File: config.mk
export PLATFORM = sky130hd
export DESIGN_NAME = ss_scroll_mux
export DESIGN_NICKNAME = d
export VERILOG_FILES = /design/src/rtl/ss_pkg.sv /design/src/rtl/ss_scroll_mux_tick_div.sv /design/src/rtl/ss_scroll_mux.sv
export SDC_FILE = /design/constraint.sdc
export NUM_CORES = 1
export LEC_CHECK = 0
export ABC_AREA = 1
export BUFFER_PORTS_ARGS = -buffer_cell sky130_fd_sc_hd__buf_2
export CAP_MARGIN = 20
export CORE_MARGIN = 2
export CORE_UTILIZATION = 35
export DETAILED_ROUTE_END_ITERATION = 10
export GPL_TIMING_DRIVEN = 0
export PLACE_DENSITY_LB_ADDON = 0.15
export SLEW_MARGIN = 15
export SYNTH_ARGS = -nofsm -noshare
export SYNTH_HDL_FRONTEND = slang
export SYNTH_SLANG_ARGS = --single-unit
File: constraint.sdc
create_clock -name clk -period 3.6 [get_ports clk]
set_clock_uncertainty 0.15 [all_clocks]
set_input_delay 0.36 -clock clk [delete_from_list [all_inputs] [get_ports clk]]
set_output_delay 0.36 -clock clk [all_outputs]
set_load 0.01 [all_outputs]
File: src/rtl/ss_pkg.sv
// Shared glyph definitions for the 7-segment display path: code width,
// named glyph codes and the scroller state encoding.
package ss_pkg;

  localparam int CODE_W = 5;

  typedef logic [CODE_W-1:0] glyph_t;

  localparam glyph_t CODE_SPACE = 5'd30;

  localparam glyph_t G_H     = 5'd16;
  localparam glyph_t G_PI    = 5'd17;
  localparam glyph_t G_U     = 5'd18;
  localparam glyph_t G_N     = 5'd19;
  localparam glyph_t G_GAMMA = 5'd20;
  localparam glyph_t G_P     = 5'd21;
  localparam glyph_t G_L     = 5'd22;
  localparam glyph_t G_G     = 5'd23;
  localparam glyph_t G_Y     = 5'd24;

  typedef enum logic [1:0] {
    IDLE,
    RUN,
    HOLD
  } scroll_state_t;

endpackage

File: src/rtl/ss_scroll_mux_tick_div.sv
// Free-running modulo-DIV counter; tick_o is high during the terminal count
// cycle so the consumer advances on the same edge the counter wraps.
module tick_div #(
  parameter int DIV = 2
) (
  input  logic clk,
  input  logic rst_n,
  input  logic en,
  output logic tick_o
);

  localparam int CW = (DIV > 1) ? $clog2(DIV) : 1;
  localparam logic [CW-1:0] LAST = CW'(DIV - 1);

  logic [CW-1:0] cnt;

  assign tick_o = en && (cnt == LAST);

  // NOTE: sequential state uses non-blocking assignments so every register
  // samples pre-edge values regardless of process evaluation order.
  always_ff @(posedge clk or negedge rst_n) begin
    if (!rst_n) begin
      cnt <= '0;
    end else if (en) begin
      cnt <= (cnt == LAST) ? '0 : cnt + 1'b1;
    end
  end

endmodule

File: src/rtl/ss_scroll_mux.sv
// Message buffer plus multiplexed-digit scanner that scrolls the message
// right-to-left; feeds the glyph decoder one code per scan slot.
module ss_scroll_mux
  import ss_pkg::*;
#(
  parameter int N_DIGITS   = 4,
  parameter int MSG_LEN    = 16,
  parameter int SCAN_DIV   = 50000,
  parameter int SCROLL_DIV = 25
) (
  input  logic                       clk,
  input  logic                       rst_n,
  input  logic                       wr_en,
  input  logic [$clog2(MSG_LEN)-1:0] wr_addr,
  input  logic [CODE_W-1:0]          wr_data,
  input  logic [$clog2(MSG_LEN):0]   len_i,
  input  logic                       start_i,
  input  logic                       stop_i,
  input  logic                       scroll_en,
  output logic [CODE_W-1:0]          code_o,
  output logic [N_DIGITS-1:0]        dig_sel_o,
  output logic                       wrap_o
);

  localparam int AW = $clog2(MSG_LEN);
  localparam int DW = $clog2(N_DIGITS);
  localparam int PW = AW + 2;
  localparam int SW = (SCROLL_DIV > 1) ? $clog2(SCROLL_DIV) : 1;

  localparam logic [DW-1:0] DIG_LAST    = DW'(N_DIGITS - 1);
  localparam logic [SW-1:0] SCROLL_LAST = SW'(SCROLL_DIV - 1);
  localparam logic [AW:0]   LEN_MAX     = (AW + 1)'(MSG_LEN);
  localparam logic [PW-1:0] N_DIG_P     = PW'(N_DIGITS);

  scroll_state_t state, state_next;

  logic          scan_tick;
  logic          frame_tick;
  logic          count_en;
  logic          blank_all;
  logic          step;
  logic          at_top;
  logic [DW-1:0] dig;
  logic [AW:0]   len_q;
  logic [PW-1:0] pos;
  logic [PW-1:0] pos_top;
  logic [PW-1:0] slot_pos;
  logic [PW-1:0] idx;
  logic [SW-1:0] scroll_cnt;
  glyph_t        glyph;
  glyph_t        msg_mem [MSG_LEN];

  tick_div #(.DIV(SCAN_DIV)) u_scan_div (
    .clk    (clk),
    .rst_n  (rst_n),
    .en     (1'b1),
    .tick_o (scan_tick)
  );

  assign frame_tick = scan_tick && (dig == DIG_LAST);

  always_ff @(posedge clk or negedge rst_n) begin
    if (!rst_n) begin
      dig <= '0;
    end else if (scan_tick) begin
      dig <= (dig == DIG_LAST) ? '0 : dig + 1'b1;
    end
  end

  // NOTE: the message store has no reset; its contents are only meaningful
  // after software writes them, and a reset would prevent RAM inference.
  always_ff @(posedge clk) begin
    if (wr_en) begin
      msg_mem[wr_addr] <= wr_data;
    end
  end

  // FSM: state register
  always_ff @(posedge clk or negedge rst_n) begin
    if (!rst_n) begin
      state <= IDLE;
    end else begin
      state <= state_next;
    end
  end

  // FSM: next state (start beats stop; stop is ignored while idle)
  always_comb begin
    state_next = state;
    if (start_i) begin
      state_next = scroll_en ? RUN : HOLD;
    end else begin
      case (state)
        IDLE:    state_next = IDLE;
        RUN:     if (stop_i) state_next = IDLE; else if (!scroll_en) state_next = HOLD;
        HOLD:    if (stop_i) state_next = IDLE; else if (scroll_en) state_next = RUN;
        default: state_next = IDLE;
      endcase
    end
  end

  // NOTE: every always_comb output gets a default first, so no path can
  // leave it unassigned and infer a latch.
  always_comb begin
    blank_all = 1'b0;
    count_en  = 1'b0;
    case (state)
      IDLE:    blank_all = 1'b1;
      RUN:     count_en  = scroll_en && !start_i && !stop_i;
      default: count_en  = 1'b0;
    endcase
  end

  assign pos_top = PW'(len_q) + PW'(N_DIGITS - 1);
  assign at_top  = (pos == pos_top);
  assign step    = count_en && frame_tick && (scroll_cnt == SCROLL_LAST);

  always_ff @(posedge clk or negedge rst_n) begin
    if (!rst_n) begin
      len_q      <= '0;
      pos        <= '0;
      scroll_cnt <= '0;
      wrap_o     <= 1'b0;
    end else begin
      wrap_o <= step && at_top;
      if (start_i) begin
        len_q      <= (len_i > LEN_MAX) ? LEN_MAX : len_i;
        pos        <= '0;
        scroll_cnt <= '0;
      end else if (stop_i && (state != IDLE)) begin
        pos        <= '0;
        scroll_cnt <= '0;
      end else if (count_en && frame_tick) begin
        if (step) begin
          scroll_cnt <= '0;
          pos        <= at_top ? '0 : pos + 1'b1;
        end else begin
          scroll_cnt <= scroll_cnt + 1'b1;
        end
      end
    end
  end

  // Digit d shows message index pos+d-N_DIGITS; anything outside the
  // message is blank, which gives the scroll-in and scroll-out margins.
  always_comb begin
    glyph    = CODE_SPACE;
    slot_pos = pos + PW'(dig);
    idx      = slot_pos - N_DIG_P;
    if ((slot_pos >= N_DIG_P) && (idx < PW'(len_q))) begin
      glyph = msg_mem[idx[AW-1:0]];
    end
  end

  // Code and select are registered from the same dig value so they switch
  // on the same edge and never ghost onto a neighbouring digit.
  always_ff @(posedge clk or negedge rst_n) begin
    if (!rst_n) begin
      code_o    <= CODE_SPACE;
      dig_sel_o <= '0;
    end else begin
      code_o    <= blank_all ? CODE_SPACE : glyph;
      dig_sel_o <= N_DIGITS'(1) << dig;
    end
  end

endmodule

==> results.ini, run 1 <==
[global_routing]
grt_max_degree=47
antenna_found_initial=0
grt_pass1_wl_mm=24.4
track_usage=0.163
overflow=0
grt_pass1_vias=4630

[synthesis]
synth_edf_count=80
ys.flop_type=edfxtp_1
syn-cell-area_um2=6380
syn_inst=660
yosysTopAreaCellShare=0.376
syn-num-nets=701
synthTopCellsByArea=edfxtp_1 (38%), dfrtp_1 (16%), nand2_1 (6.8%), nor2_1 (6.1%), nand3_1 (5.3%)
syn_avg_cell_area_um2=9.67
ys_types=40
ys_warn_count=0
synth.largest_area_cell=edfxtp_1
synth_seq_area_share=0.558
ys_seq_elements=126
async_reset_ff_frac=0.365

[floorplanning]
ios=30
die_h_um=139
initial_utilization=0.357
dieArea_um2=19300
core_um2=17900
rows=49
die_x_um=139

[critical_path]
r2r_cells=17
cp-start-kind=flip-flop
critPathArrivalTime_ns=3.48
crit_buf_inv=4
cp.required_ns=3.81
path_max_fanout=10
endpoint_kind=flip-flop
crit_family=adder cells
cp.depth=17
path_class=reg -> reg
cpMostUsedCell=nand2_1
slowest_delay_ns=0.50
crit_slowest_cell=dfrtp_1
worstPathCellList=ha_1 -> fa_1 -> inv_1 -> nand2_1 -> nand2_2 -> inv_2 -> buf_6 -> ha_1 -> ha_1 -> nand2_1 -> inv_1 -> nand2_1 -> nand2_1 -> nand2_1 -> nand3_2 -> nor2_4 -> nand2_1

[placed_design]
dp_hpwl_mm=10.4
place.gp.congestion=0.843
pre_cts_ws_ns=0.307
portBuffers=28

[clocking]
worstSkewPairLatency_ns=0.42
cts-root-buf=clkbuf_16
cts-resized-gates=0
clock_sinks=126
clockBufferDepth=2
cts_buffers=17
cts_max_level=4
clk_pin_slew_ns=0.06
tritoncts=done

[timing]
report.final.slew_viol_count=0
rsz0062_at_grt=no
setup_ws_ns=0.322
slew_headroom=0.604
setup_viol=0
hold_viol=0
tightest_slew_ns=0.595
fmax_mhz=305
post-route-min-period_ns=3.28
finalCritPeriodShare=0.910
tns_ns=0

[run]
drv_cap=0

[cells_and_area]
area_growth_pct=16.5
final_util=0.415
layout_commonest_cell=nand2_1
fin_nets=749
drive_gt1_frac=0.186
layout_common_cells=nand2_1 (115), nor2_1 (104), edfxtp_1 (80)
diodes=0

[detailed_routing]
routedWlPerCell_um=15.7
drt_iter0_drc=385
topRoutingLayerUsed=met4
firstDrtPassIters=5
routed_via_density=4.88
wl_met3_um=536
route.met2.wl_mm=7.47
detail_route.wirelength_mm=14.9
ant_nets=0
drc=0
wl_met1_mm=6.75
num_vias=4639

[outcome]
run_status=completed

[power_and_ir_drop]
finalPower_mw=3.78
power_density_nw_per_um2=508
ir_drop_mv=0.358
leakagePower_nw=3.22

[hold_path]
holdPathStages=3
min_path_type=in -> reg

==> flip-flops by register name, summed over array words and instances (netlist names) <==
signal and flops:
u_scan_div.cnt 16, wrap_o 1, pos 6, dig 2, len_q 5, code_o 5, dig_sel_o 4, msg_mem 80
scroll_cnt 5, state 2
==> synthesized netlist by cell type (all sizes together) (6+ instances only) <==
| master | count |
|---|---|
| a21oi | 12 |
| inv | 69 |
| ha | 20 |
| edfxtp | 80 |
| nand3 | 74 |
| nand2 | 135 |
| buf | 15 |
| dfrtp | 42 |
| o22ai | 6 |
| nor2 | 117 |
| xor2 | 12 |
| nand4 | 10 |
| nor3 | 7 |
| o21ai | 37 |
==> logic make-up after synthesis <==
| group | share of synthesized area |
|---|---|
| and+or+nand+nor | 0.265 |
| xor gates and xnor gates | 0.0206 |
| adders and majority gates | 0.0423 |
| DFF | 0.558 |
| buffers and inverters | 0.0618 |
| AOI/OAI and AO/OA | 0.0525 |
==> power by group <==
| part | internal (mW) | switching (mW) |
|---|---|---|
| Combinational | 0.124 | 0.267 |
| Sequential | 1.57 | 0.0214 |
| Clock | 1.06 | 0.732 |
| Total | 2.75 | 1.02 |
==> tightest hold or removal path, cell delays in order <==
cell and delay [ns]:
buf_2 0.09, nand2_1 0.05, o21ai_0 0.06
==> metrics by stage <==
step           cell area, um^2  hold slack, ns  instances
2_1_floorplan             6380         -0.0856        660
3_3_place_gp              6810           0.299        917
3_5_place_dp              6810           0.306        917
4_1_cts                   7420         0.00605        949
5_1_grt                   7440          0.0418        950
6_report                  7440          0.0258        950
==> routing by layer <==
layer	global-route usage	vias to the layer above
met5	0	-
met4	0.0643	0
met3	0.0369	17
met2	0.270	97
met1	0.207	2222
li1	-	2303
==> final timing paths <==
check	start	endpoint	slack, ns
max	pos[0]$_DFFE_PN0P_	code_o[3]$_DFF_PN1_	0.32
max in group asynchronous	rst_n	len_q[0]$_DFFE_PN0P_	2.55
min	len_i[2]	len_q[2]$_DFFE_PN0P_	0.03
min reg2reg	u_scan_div.cnt[0]$_DFF_PN0_	u_scan_div.cnt[0]$_DFF_PN0_	0.31
min in group asynchronous	rst_n	u_scan_div.cnt[13]$_DFF_PN0_	0.33
max reg2reg	pos[0]$_DFFE_PN0P_	code_o[3]$_DFF_PN1_	0.32
==> layout make-up <==
class | count | area (um^2)
fillers | 1712 | 10500
clock buffers | 17 | 425
plain buffers | 17 | 126
multi-input cells | 447 | 2430
well taps | 229 | 287
clock inverters | 15 | 190
inverters | 70 | 268
repair buffers | 29 | 153
flip-flops and latches | 126 | 3560
==> what timing repair did <==
| item | in CTS | in global routing |
|---|---|---|
| setup buffers | 0 | 0 |
| hold buffers | 0 | 1 |
| setup endpoints to repair | 0 | 0 |
| hold endpoints to repair | 0 | 42 |
Power figures use the tool's default switching activity.
==> run 2: changes to the inputs <==
==> constraint.sdc (replaced) <==
create_clock -name clk -period 3.6 [get_ports clk]
set_clock_uncertainty 0.15 [all_clocks]
set_input_delay 0.72 -clock clk [delete_from_list [all_inputs] [get_ports clk]]
set_output_delay 0.72 -clock clk [all_outputs]
set_load 0.01 [all_outputs]
==> run 2 against run 1 <==
Combinational power about the same. Critical endpoint unchanged. Largest cell class unchanged. Die area stayed put. Non-clock buffer count is 1 lower. Highest routed layer unchanged. Critical path type unchanged. First-iteration DRC count rose by 8.8%.
==> results.ini, run 2 (synthesis gave the netlist of run 1 again) <==
[outcome]
run_status=completed

[clocking]
clock_sinks=126  ; unchanged
cts_max_level=4  ; unchanged
cts_setup_buffers=0  ; unchanged
cts-resized-gates=0  ; unchanged
worstSkewPairLatency_ns=0.42  ; about the same
cts_hold_buf=0  ; unchanged
cts_buffers=17  ; unchanged
tritoncts=done
clk_pin_slew_ns=0.06  ; about the same
clockBufferDepth=2  ; unchanged
cts-root-buf=clkbuf_16

[detailed_routing]
firstDrtPassIters=5  ; unchanged
routed_via_density=4.90  ; +0.36%
ant_nets=0  ; unchanged
num_vias=4651  ; +0.26%
drc=0  ; unchanged
detail_route.wirelength_mm=14.9  ; -0.29%
drt_iter0_drc=419  ; +8.8%
routedWlPerCell_um=15.7  ; -0.18%

[cells_and_area]
largest_register=msg_mem
fin_nets=748  ; -0.13%
drive_gt1_frac=0.186  ; +0.000258
largest_reg_flops=80  ; unchanged
layout.cells.non_filler=949  ; -0.11%
reg_top3=msg_mem (80), u_scan_div.cnt (16), pos (6)
final_util=0.415  ; -0.000559
num-fill-cells=1714  ; +0.12%
diodes=0  ; unchanged
layout_common_cells=nand2_1 (115), nor2_1 (104), edfxtp_1 (80)
area_growth_pct=16.4
layout_commonest_cell=nand2_1

[critical_path]
r2r-start=pos[0]$_DFFE_PN0P_
path_max_fanout=10  ; unchanged
cp.required_ns=3.81  ; about the same
endpoint_kind=flip-flop
critPathArrivalTime_ns=3.48  ; about the same
r2r_cells=17  ; unchanged
reg2reg_slack_ns=0.32  ; about the same
cp-start-kind=flip-flop
path_class=reg -> reg
reg2reg_to=code_o[3]$_DFF_PN1_

[placed_design]
dp_hpwl_mm=10.4  ; unchanged
place.gp.congestion=0.843  ; unchanged
portBuffers=28  ; unchanged
dp_cells=917  ; unchanged

[power_and_ir_drop]
power_density_nw_per_um2=509  ; +0.16%
ir_drop_mv=0.357  ; -0.31%
finalPower_mw=3.78  ; about the same
leakagePower_nw=3.21  ; -0.13%

[floorplanning]
die_x_um=139  ; unchanged
rows=49  ; unchanged
die_h_um=139  ; unchanged
core_um2=17900  ; unchanged
initial_utilization=0.357  ; unchanged
dieArea_um2=19300  ; unchanged
ios=30  ; unchanged

[timing]
post-route-min-period_ns=3.28  ; -0.000638 ns
tns_ns=0  ; unchanged
setup_viol=0  ; unchanged
report.final.slew_viol_count=0  ; unchanged
tightest_slew_ns=0.593  ; -0.00203 ns
rsz0062_at_grt=no
hold_viol=0  ; unchanged
fmax_mhz=305  ; about the same
hold_slack_ns=0.143  ; +0.117 ns
finalCritPeriodShare=0.910  ; about the same
slew_headroom=0.605  ; +0.00135

[run]
drv_cap=0  ; unchanged

[global_routing]
grt_pass1_vias=4630  ; unchanged
track_usage=0.163  ; unchanged
antenna_found_initial=0  ; unchanged
grt_pass1_wl_mm=24.4  ; unchanged
overflow=0  ; unchanged
grt_max_degree=47  ; unchanged

[hold_path]
min_path_type=in -> async

-- run 2: cell types whose count changed in the layout (fill, tap and decap cells not counted) --
cell,change
dlygate4sd3_1,-1
-- run 2: worst max-delay path by stage --
stage	startpoint	endpoint	slack, ns	cells after the start
after detailed placement	pos[0]$_DFFE_PN0P_	code_o[4]$_DFF_PN1_	0.31	17
after global placement	pos[0]$_DFFE_PN0P_	code_o[2]$_DFF_PN1_	0.37	17
after floorplan	pos[0]$_DFFE_PN0P_	code_o[1]$_DFF_PN1_	0.72	17
after global routing	pos[0]$_DFFE_PN0P_	code_o[4]$_DFF_PN1_	0.12	17
after CTS	pos[0]$_DFFE_PN0P_	code_o[4]$_DFF_PN1_	0.31	17
final	pos[0]$_DFFE_PN0P_	code_o[3]$_DFF_PN1_	0.32	17
-- run 2: routing by layer --
layer	global-route usage	vias up	routed length [um]	share of wire
met5	0	-	0	0
met4	0.0643	0	251	0.017
met3	0.0369	20	575	0.039
met2	0.270	102	7420	0.50
met1	0.207	2232	6660	0.45
li1	-	2297	-	-
-- run 2: metrics by stage --
stage	area (um^2)	setup slack, ns
2_1_floorplan	6380	0.721
3_3_place_gp	6810	0.374
3_5_place_dp	6810	0.307
4_1_cts	7420	0.314
5_1_grt	7430	0.118
6_report	7430	0.323
-- run 2: critical path, stage by stage, from the launching register on --
cell and delay (ns):
dfrtp_1 0.50, ha_1 0.28, fa_1 0.47, inv_1 0.08
nand2_1 0.06, nand2_2 0.08, inv_2 0.08, buf_6 0.15
ha_1 0.46, ha_1 0.31, nand2_1 0.07, inv_1 0.03
nand2_1 0.05, nand2_1 0.05, nand2_1 0.08, nand3_2 0.10
nor2_4 0.13, nand2_1 0.08
-- run 2: final cells by class --
type | instances | area (um^2) | share of cell area
Buffer | 17 | 126 | 0.0170
Clock buffer | 17 | 425 | 0.0573
Clock inverter | 15 | 190 | 0.0256
Inverter | 70 | 268 | 0.0361
Multi-Input combinational cell | 447 | 2430 | 0.327
Sequential cell | 126 | 3560 | 0.479
Tap cell | 229 | 287 | 0.0386
Timing Repair Buffer | 28 | 143 | 0.0192
-- run 2: power by group --
part / total [mW] / leakage, nW / switching, mW / internal (mW)
Sequential: 1.59 / 1.32 / 0.0213 / 1.57
Combinational: 0.392 / 1.59 / 0.268 / 0.124
Clock: 1.79 / 0.301 / 0.733 / 1.06
Total: 3.78 / 3.21 / 1.02 / 2.75
==> run 3: changes to the inputs <==
- BUFFER_PORTS_ARGS: -buffer_cell sky130_fd_sc_hd__buf_2 -> -buffer_cell sky130_fd_sc_hd__clkbuf_2
- CORE_UTILIZATION: 35 -> 56
- clock period: 3.6 -> 2.9 ns (I/O delays scaled with it)
==> run 3 against run 2 <==
Via count up 2.0%. Total power up 20%. First-iteration DRC count grew 18%. Sequential power grew 25%. Worst hold slack improved by 0.12 ns. Critical path depth stayed put. Final cell count shrank 8.6%. Largest cell class unchanged. Highest routed layer unchanged.
==> results.ini, run 3 (synthesis gave the netlist of run 1 again) <==
[power_and_ir_drop]
ir_drop_mv=0.560  ; +57%
pwr-share-comb=0.108  ; +0.004
clockPowerShare=0.458  ; -0.016
power_density_nw_per_um2=616  ; +21%
finalPower_mw=4.55  ; +20%
p_int_mw=3.46  ; +25%
p_sw_frac=0.240  ; -0.0306
p_sw_mw=1.09  ; +6.8%
sequentialPowerShare=0.434  ; +0.012
leakagePower_nw=3.24  ; +0.91%

[floorplanning]
core_um2=11000  ; -39%
die_x_um=111  ; -20%
initial_utilization=0.581  ; +0.225
dieArea_um2=12300  ; -37%
ios=30  ; unchanged
rows=38  ; -22%
die_h_um=111  ; -20%

[timing]
tightest_slew_ns=0.588  ; -0.00463 ns
fmax_mhz=361  ; +18%
rsz0062_at_grt=no
setup_viol=0  ; unchanged
slew_headroom=0.608  ; +0.00309
tns_ns=0  ; unchanged
hold_viol=0  ; unchanged
post-route-min-period_ns=2.77  ; -0.506 ns
report.final.slew_viol_count=0  ; unchanged
setup_ws_ns=0.129  ; -0.194 ns
finalCritPeriodShare=0.956  ; +0.0453

[detailed_routing]
drt_iter0_drc=496  ; +18%
ant_nets=0  ; unchanged
wl_met3_um=827  ; +44%
firstDrtPassIters=5  ; unchanged
detail_route.wirelength_mm=13.7  ; -8.1%
wl_met1_mm=5.83  ; -13%
routedWlPerCell_um=15.8  ; +0.58%
route.met2.wl_mm=6.62  ; -11%
topRoutingLayerUsed=met4
drc=0  ; unchanged
num_vias=4742  ; +2.0%
routed_via_density=5.47  ; +12%

[clocking]
cts_buffers=17  ; unchanged
cts-root-buf=clkbuf_16
clock_sinks=126  ; unchanged
worstSkewPairLatency_ns=0.42  ; about the same
cts_max_level=4  ; unchanged
clockBufferDepth=2  ; unchanged
tritoncts=done
clk_pin_slew_ns=0.05  ; about the same

[critical_path]
path_class=reg -> reg
endpoint_kind=flip-flop
cp-start-kind=flip-flop
path_max_fanout=10  ; unchanged
cp.required_ns=3.10  ; -0.71 ns
critPathArrivalTime_ns=2.97  ; -0.51 ns

[global_routing]
grt_pass1_vias=4643  ; +0.28%
grt_pass1_wl_mm=22.7  ; -6.8%
overflow=0  ; unchanged
antenna_found_initial=0  ; unchanged
track_usage=0.238  ; +0.0751
grt_max_degree=32  ; -32%

[outcome]
run_status=completed

[placed_design]
portBuffers=28  ; unchanged
pre_cts_ws_ns=-0.335  ; -0.642 ns
dp_hpwl_mm=9.73  ; -6.3%
place.gp.congestion=0.862  ; +2.3%

[cells_and_area]
seqCellArea_um2=3560  ; about the same
diodes=0  ; unchanged
final_util=0.673  ; +0.258
reg_top3=msg_mem (80), u_scan_div.cnt (16), pos (6)
largest_register=msg_mem
largest_reg_flops=80  ; unchanged
num-fill-cells=819  ; -52%
area_growth_pct=15.8
multiInputGateArea_um2=2460  ; +1.3%
fin_nets=756  ; +1.1%
drive_gt1_frac=0.194  ; +0.00784
layout_commonest_cell=nand2_1
layout_common_cells=nand2_1 (114), nor2_1 (104), edfxtp_1 (80)

[hold_path]
min_path_type=in -> reg

[run]
drv_cap=0  ; unchanged

-- run 3: cell types whose count changed in the layout (fill, tap and decap cells not counted), moves of 2 or more --
cell | previous run | this run
inv_6 | 7 | 1
ha_1 | 20 | 17
clkinv_4 | 1 | 4
buf_4 | 6 | 11
clkinv_2 | 0 | 2
clkinv_1 | 0 | 2
ha_4 | 0 | 2
clkbuf_2 | 0 | 28
buf_2 | 32 | 5
inv_8 | 4 | 0
clkbuf_1 | 2 | 5
-- run 3: path summary, 6_finish.rpt --
path | to | cells after the start | slack (ns) | from
setup / recovery | code_o[2]$_DFF_PN1_ | 17 | 0.13 | dig[0]$_DFFE_PN0N_
hold / removal | len_q[0]$_DFFE_PN0P_ | 3 | 0.26 | len_i[0]
setup reg to reg | code_o[2]$_DFF_PN1_ | 17 | 0.13 | dig[0]$_DFFE_PN0N_
hold reg to reg | u_scan_div.cnt[0]$_DFF_PN0_ | 1 | 0.31 | u_scan_div.cnt[0]$_DFF_PN0_
max in group asynchronous | code_o[3]$_DFF_PN1_ | 3 | 1.56 | rst_n
min in group asynchronous | u_scan_div.cnt[13]$_DFF_PN0_ | 2 | 0.47 | rst_n
-- run 3: routing by layer --
layer	vias to the layer above	GRT usage
met5	-	0
met4	0	0.120
met3	40	0.0640
met2	156	0.390
met1	2233	0.290
li1	2313	-
-- run 3: per-stage QoR --
| stage | cell area, um^2 | hold WS, ns | cells |
|---|---|---|---|
| detailed placement | 6720 | 0.303 | 829 |
| finish | 7390 | 0.262 | 867 |
| global route | 7390 | 0.275 | 867 |
| global placement | 6700 | 0.290 | 828 |
| CTS | 7350 | 0.253 | 864 |
| floorplan | 6380 | 0.134 | 660 |
-- run 3: final cells by class --
class | count | area share
flip-flops and latches | 126 | 0.482
multi-input cells | 447 | 0.333
clock buffers | 20 | 0.0591
inverters | 70 | 0.0362
repair buffers | 36 | 0.0291
well taps | 140 | 0.0237
clock inverters | 11 | 0.0193
plain buffers | 17 | 0.0176
-- run 3: worst max-delay path, cell delays in order, from the launching register on --
cell and delay [ns]:
dfrtp_1 0.39, ha_2 0.22, fa_2 0.37, inv_1 0.06, nand2_1 0.05, nand2_2 0.09
inv_2 0.08, buf_8 0.16, ha_4 0.30, ha_4 0.20, nand2_1 0.06, inv_1 0.04
nand2_1 0.05, nand2_1 0.06, nand2_2 0.08, nand3_2 0.10, nor2_4 0.14, nand2_1 0.07
-- run 3: power by group through the flow --
| stage | combinational [mW] | sequential (mW) | clock (mW) |
|---|---|---|---|
| floorplan | 0.315 | 2.01 | 0 |
| global placement | 0.459 | 2.01 | 0 |
| detailed placement | 0.474 | 2.01 | 0 |
| CTS | 0.487 | 1.98 | 2.10 |
| global route | 0.553 | 1.98 | 2.18 |
| finish | 0.489 | 1.98 | 2.08 |
-- run 3: what timing repair did --
| action | CTS | global route |
|---|---|---|
| setup endpoints to repair | 5 | 5 |
| gates cloned | 0 | 0 |
| endpoints found under the hold margin | 15 | 0 |
| gates resized for setup | 6 | 2 |
| pin swaps | 1 | 3 |
| setup buffers | 3 | 3 |
| hold buffers | 1 | 0 |
